File: config.mk
export PLATFORM = sky130hd
export DESIGN_NAME = pick_sched
export DESIGN_NICKNAME = d
export VERILOG_FILES = /design/src/rtl/pick_sched_pkg.sv /design/src/rtl/pick_rr_cnt.sv /design/src/rtl/pick_sched.sv
export SDC_FILE = /design/constraint.sdc
export NUM_CORES = 1
export LEC_CHECK = 0
export ABC_AREA = 1
export CORE_AREA = 2 2 39 41
export DETAILED_ROUTE_END_ITERATION = 16
export DIE_AREA = 0 0 41 43
export DONT_BUFFER_PORTS = 1
export PLACE_DENSITY = 0.5
export SLEW_MARGIN = 10
export SYNTH_ARGS = -nofsm -noshare
export SYNTH_HDL_FRONTEND = slang
export SYNTH_SLANG_ARGS = --single-unit
File: constraint.sdc
create_clock -name clk -period 2.65 [get_ports clk]
set_input_delay 0.53 -clock clk [delete_from_list [all_inputs] [get_ports clk]]
set_output_delay 0.53 -clock clk [all_outputs]
set_load 0.01 [all_outputs]
File: src/rtl/pick_sched_pkg.sv
// Shared types for the PICK scheduler: FSM states, firing modes and tag sizing.
package pick_pkg;
   typedef enum logic {S_GET = 1'b0, S_XFER = 1'b1} state_e;

   localparam logic MODE_CSDF = 1'b0;
   localparam logic MODE_DDF  = 1'b1;

   function automatic int tag_w(input int flux);
      return (flux > 1) ? $clog2(flux) : 1;
   endfunction
endpackage

File: src/rtl/pick_rr_cnt.sv
// Round-robin channel pointer plus burst counter for cyclic firings.
// load clears the burst count; adv counts a transfer and steps rr after the last one.
module pick_rr_cnt import pick_pkg::*; #(
   parameter int FLUX      = 2,
   parameter int BURST     = 1,
   parameter int TAG_WIDTH = tag_w(FLUX)
) (
   input  logic                 clk,
   input  logic                 rst,
   input  logic                 load,
   input  logic                 adv,
   output logic [TAG_WIDTH-1:0] rr,
   output logic                 last
);
   localparam int CW = $clog2(BURST + 1);
   localparam logic [CW-1:0]        CNT_LAST = CW'(BURST - 1);
   localparam logic [TAG_WIDTH-1:0] RR_MAX   = TAG_WIDTH'(FLUX - 1);

   logic [CW-1:0]        cnt_q, cnt_d;
   logic [TAG_WIDTH-1:0] rr_q, rr_d;

   assign rr   = rr_q;
   assign last = (cnt_q == CNT_LAST);

   always_comb begin
      cnt_d = cnt_q;
      rr_d  = rr_q;
      if (load) begin
         cnt_d = '0;
      end else if (adv) begin
         cnt_d = cnt_q + 1'b1;
         // Wrap at FLUX-1, not at the tag width's power of two.
         if (last) rr_d = (rr_q == RR_MAX) ? '0 : rr_q + 1'b1;
      end
   end

   always_ff @(posedge clk or negedge rst) begin
      if (!rst) begin
         cnt_q <= '0;
         rr_q  <= '0;
      end else begin
         cnt_q <= cnt_d;
         rr_q  <= rr_d;
      end
   end
endmodule

File: src/rtl/pick_sched.sv
// PICK actor scheduler: per firing picks one input FIFO (round-robin bursts or control token) and forwards {tag,payload}.
// Transfers stall while the selected FIFO is empty or the output is full; PICK_SCHED_STATS_EN adds per-channel pop counters.
module pick_sched import pick_pkg::*; #(
   parameter int FLUX       = 2,
   parameter int DATA_WIDTH = 8,
   parameter int TAG_WIDTH  = tag_w(FLUX),
   parameter int WIDTH      = DATA_WIDTH + TAG_WIDTH,
   parameter int BURST      = 1
) (
   input  logic                       clk,
   input  logic                       rst,
   input  logic                       mode,
   input  logic                       ctrl_empty,
   input  logic [TAG_WIDTH-1:0]       ctrl_dataout,
   output logic                       ctrl_read,
   input  logic [FLUX-1:0]            in_empty,
   input  logic [FLUX*DATA_WIDTH-1:0] in_dataout,
   output logic [FLUX-1:0]            in_read,
   input  logic                       out_full,
   output logic [WIDTH-1:0]           out_datain,
   output logic                       out_write,
   output logic                       busy,
   output logic                       err_sel
`ifdef PICK_SCHED_STATS_EN
  ,output logic [FLUX*16-1:0]         tok_cnt
`endif
);
   state_e               state_q;
   logic [TAG_WIDTH-1:0] sel_q;
   logic                 mode_q;
   logic                 err_q;
   logic [TAG_WIDTH-1:0] rr;
   logic                 last;
   logic                 fire, ctrl_ok, load, adv;
   logic [DATA_WIDTH-1:0] words [FLUX];

   always_comb begin
      for (int i = 0; i < FLUX; i++) words[i] = in_dataout[i*DATA_WIDTH +: DATA_WIDTH];
   end

   assign ctrl_ok   = int'(ctrl_dataout) < FLUX;
   assign fire      = (state_q == S_XFER) && !in_empty[sel_q] && !out_full;
   assign load      = (state_q == S_GET) && ((mode == MODE_CSDF) || (!ctrl_empty && ctrl_ok));
   // Only cyclic firings consume the burst count and step the round-robin pointer.
   assign adv       = fire && (mode_q == MODE_CSDF);
   assign ctrl_read = (state_q == S_GET) && (mode == MODE_DDF) && !ctrl_empty;
   assign out_write = fire;
   assign out_datain = fire ? {sel_q, words[sel_q]} : '0;
   assign busy      = (state_q == S_XFER);
   assign err_sel   = err_q;

   always_comb begin
      for (int i = 0; i < FLUX; i++) in_read[i] = fire && (sel_q == TAG_WIDTH'(i));
   end

   pick_rr_cnt #(.FLUX(FLUX), .BURST(BURST), .TAG_WIDTH(TAG_WIDTH)) u_rr_cnt (
      .clk  (clk),
      .rst  (rst),
      .load (load),
      .adv  (adv),
      .rr   (rr),
      .last (last)
   );

   always_ff @(posedge clk or negedge rst) begin
      if (!rst) begin
         state_q <= S_GET;
         sel_q   <= '0;
         mode_q  <= MODE_CSDF;
         err_q   <= 1'b0;
      end else begin
         case (state_q)
            S_GET: begin
               if (mode == MODE_CSDF) begin
                  sel_q   <= rr;
                  mode_q  <= MODE_CSDF;
                  state_q <= S_XFER;
               end else if (!ctrl_empty) begin
                  if (ctrl_ok) begin
                     sel_q   <= ctrl_dataout;
                     mode_q  <= MODE_DDF;
                     state_q <= S_XFER;
                  end else begin
                     err_q <= 1'b1;
                  end
               end
            end
            S_XFER: begin
               if (fire && ((mode_q == MODE_DDF) || last)) state_q <= S_GET;
            end
            default: state_q <= S_GET;
         endcase
      end
   end

`ifdef PICK_SCHED_STATS_EN
   logic [15:0] tok_q [FLUX];

   always_ff @(posedge clk or negedge rst) begin
      if (!rst) begin
         for (int i = 0; i < FLUX; i++) tok_q[i] <= '0;
      end else begin
         for (int i = 0; i < FLUX; i++) if (in_read[i]) tok_q[i] <= tok_q[i] + 16'd1;
      end
   end

   always_comb begin
      tok_cnt = '0;
      for (int i = 0; i < FLUX; i++) tok_cnt[i*16 +: 16] = tok_q[i];
   end
`endif
endmodule

==> impl_metrics.json <==
{
  "drv_cap": 0,
  "finalClockSkew_ns": 0.001252,
  "num_vias": 414,
  "startpoint": "sel_q",
  "grt_setup_unrepaired": "no",
  "ir_drop_mv": 0.4574,
  "regArea_um2": 125.1,
  "synth_nets": 92,
  "layout_common_cells": "28 x nand2_1, 9 x a21oi_2, 5 x dfrtp_1",
  "worstSetupEndpointType": "output port",
  "routed_via_density": 4.814,
  "ant_nets": 0,
  "antenna_found_initial": 0,
  "initial_core_util_pct": 34.00,
  "cts_setup_buffers": 0,
  "coreArea_mm2": 0.001384,
  "postLayoutCoreUtil_pct": 36.62,
  "synth_top_area_cell": "dfrtp_1",
  "area_growth_syn_to_layout_pct": 7.713,
  "synth_fa_ha_area_share_pct": 0,
  "ff2ff_path_depth": 5,
  "die_w_um": 41,
  "period_needed_ns": 2.008,
  "place_congestion": 0.7412,
  "cellLeakagePower_nw": 0.2311,
  "grt.total_usage_pct": 11.55,
  "post_drt_wl_per_cell_um": 11.22,
  "timing.final.crit_share_pct": 75.79,
  "netlist.area_leader.share_pct": 26.60,
  "numCtsBuffers": 3,
  "yosysUniqueCellTypes": 20,
  "nets": 95,
  "htreeDepth": 1,
  "synth-simple-area-share_pct": 42.02,
  "setup_viol": 0,
  "finalHoldViolCount": 0,
  "holdCritPathClass": "reg -> reg",
  "synth_seq_area_share_pct": 26.60,
  "synth_seq_cells": 5,
  "syn-cell-area_um2": 470.5,
  "port_buffers": 0,
  "io_pins": 39,
  "synth_area_leaders": "dfrtp_1 27%, nand2_1 22%, a21oi_2 17%",
  "die_area_mm2": 0.001763,
  "critPathLaunchType": "flop",
  "cts.repair.resized": 0,
  "holdPathEnd": "mode_q",
  "clk_latency_ns": 0.24,
  "antenna_cells": 0,
  "synth_top_family_by_area": "simple AND/OR/NAND/NOR gates",
  "nFillCells": 166,
  "syn-instance-count": 68,
  "crit_type": "reg -> out",
  "path_max_fanout": 13,
  "grt-ovfl-total": 0,
  "min_from": "mode_q",
  "drc": 0,
  "drv_slew": 0,
  "layout-drive-gt1-share_pct": 28.57,
  "hpwl_um": 772.1,
  "status": "completed",
  "cts.clk_slew.worst_paths_ns": 0.04,
  "powerDensity_mw_per_mm2": 1032,
  "fmax_mhz": 497.9,
  "die_y_um": 43,
  "yosysWarnings": 0,
  "r2r_start": "sel_q",
  "arrival_ns": 1.48,
  "worstHoldPathCells": 2,
  "drtPass1Iterations": 4,
  "synth.area.mux_share_pct": 0,
  "synth_area_per_cell_um2": 6.918,
  "rows": 14,
  "grt_pass1_vias": 356,
  "postCtsHoldBufs": 1,
  "reg2reg_slack_ns": 1.37,
  "cts_root_buf": "clkbuf_4",
  "cts_tree": "done",
  "clock_path_buffers": 2,
  "synthXorXnorAreaFrac_pct": 0,
  "grt_first_pass_wirelength_mm": 1.421,
  "grt_max_degree": 14,
  "routed_wl_um": 965,
  "cts.sinks": 5,
  "drt_iter0_markers": 5,
  "layout_commonest_cell": "nand2_1",
  "reg2reg_to": "u_rr_cnt.rr",
  "multi_input_area_um2": 292.8,
  "fin_setup_tns_ns": 0,
  "synth_compound_area_share_pct": 19.41,
  "cp.required_ns": 2.12
}
==> how the worst max path moves through the flow <==
stage / to / slack (ns) / cells past startpoint
floorplan: out_datain[0] / 1.05 / 5
CTS: out_datain[3] / 0.63 / 5
finish: out_datain[0] / 0.64 / 4
global route: out_datain[4] / 0.53 / 5
detailed placement: out_datain[3] / 0.89 / 5
global placement: out_datain[5] / 0.92 / 5
==> cells by family after synthesis <==
group                  Yosys count
AND/OR/NAND/NOR                 40
AO/OA/AOI/OAI                   11
other                            1
flip-flops                       5
buffers and inverters           11
==> cells in the mapped netlist <==
cell	instances
nand2_1	28
a21oi_2	9
dfrtp_1	5
inv_1	4
nor2_1	4
buf_4	2
clkinv_1	2
nor2_2	2
buf_2	1
conb_1	1
inv_2	1
inv_4	1
nand2_2	1
nand3_1	1
nand3_2	1
nand3_4	1
nand4_1	1
nor2_8	1
o21ai_0	1
o31ai_1	1
==> per-layer routing <==
metal,vias to the layer above,global-route usage (%),wire (um)
met1,179,15.56,418
met5,-,0,0
li1,213,-,-
met2,20,16.88,450
met3,2,2.094,81
met4,0,6.000,14
==> sequential cells by signal, indices dropped and copies added, names as in the netlist <==
register        flops
busy                1
sel_q               1
u_rr_cnt.rr         1
mode_q              1
u_rr_cnt.cnt_q      1
==> per-stage QoR <==
stage / worst slack (ns) / area [um^2] / hold slack (ns) / cells / power, mW
after CTS: 0.6261 / 506.7 / 0.4837 / 86 / 0.5337
after global placement: 0.9211 / 470.5 / 0.2345 / 81 / 0.4331
after global routing: 0.5331 / 506.7 / 0.4982 / 86 / 0.5782
after floorplan: 1.047 / 470.5 / 0.2344 / 68 / 0.4046
after detailed placement: 0.8892 / 470.5 / 0.2345 / 81 / 0.4393
final: 0.6416 / 506.7 / 0.4801 / 86 / 0.5228
==> report_power, final <==
part	internal (mW)	leakage (nW)	total (mW)	switching [mW]
clock	0.0568	0.0150	0.0864	0.0296
sequential	0.113	0.0609	0.175	0.0622
combinational	0.0800	0.155	0.261	0.181
total	0.250	0.231	0.523	0.273
==> worst max-delay path, cell delays in order (launching register included) <==
cell,delay [ns]
dfrtp_1,0.63
nor2_2,0.14
nor2_8,0.20
inv_4,0.10
a21oi_2,0.17
==> final cells by class <==
type                    count  share of cell area (%)
multi-input cells          52                   57.78
flip-flops and latches      5                   24.69
inverters                   8                   6.420
clock buffers               4                   5.185
well taps                  16                   3.951
repair buffers              1                   1.975
Power figures use the tool's default switching activity.
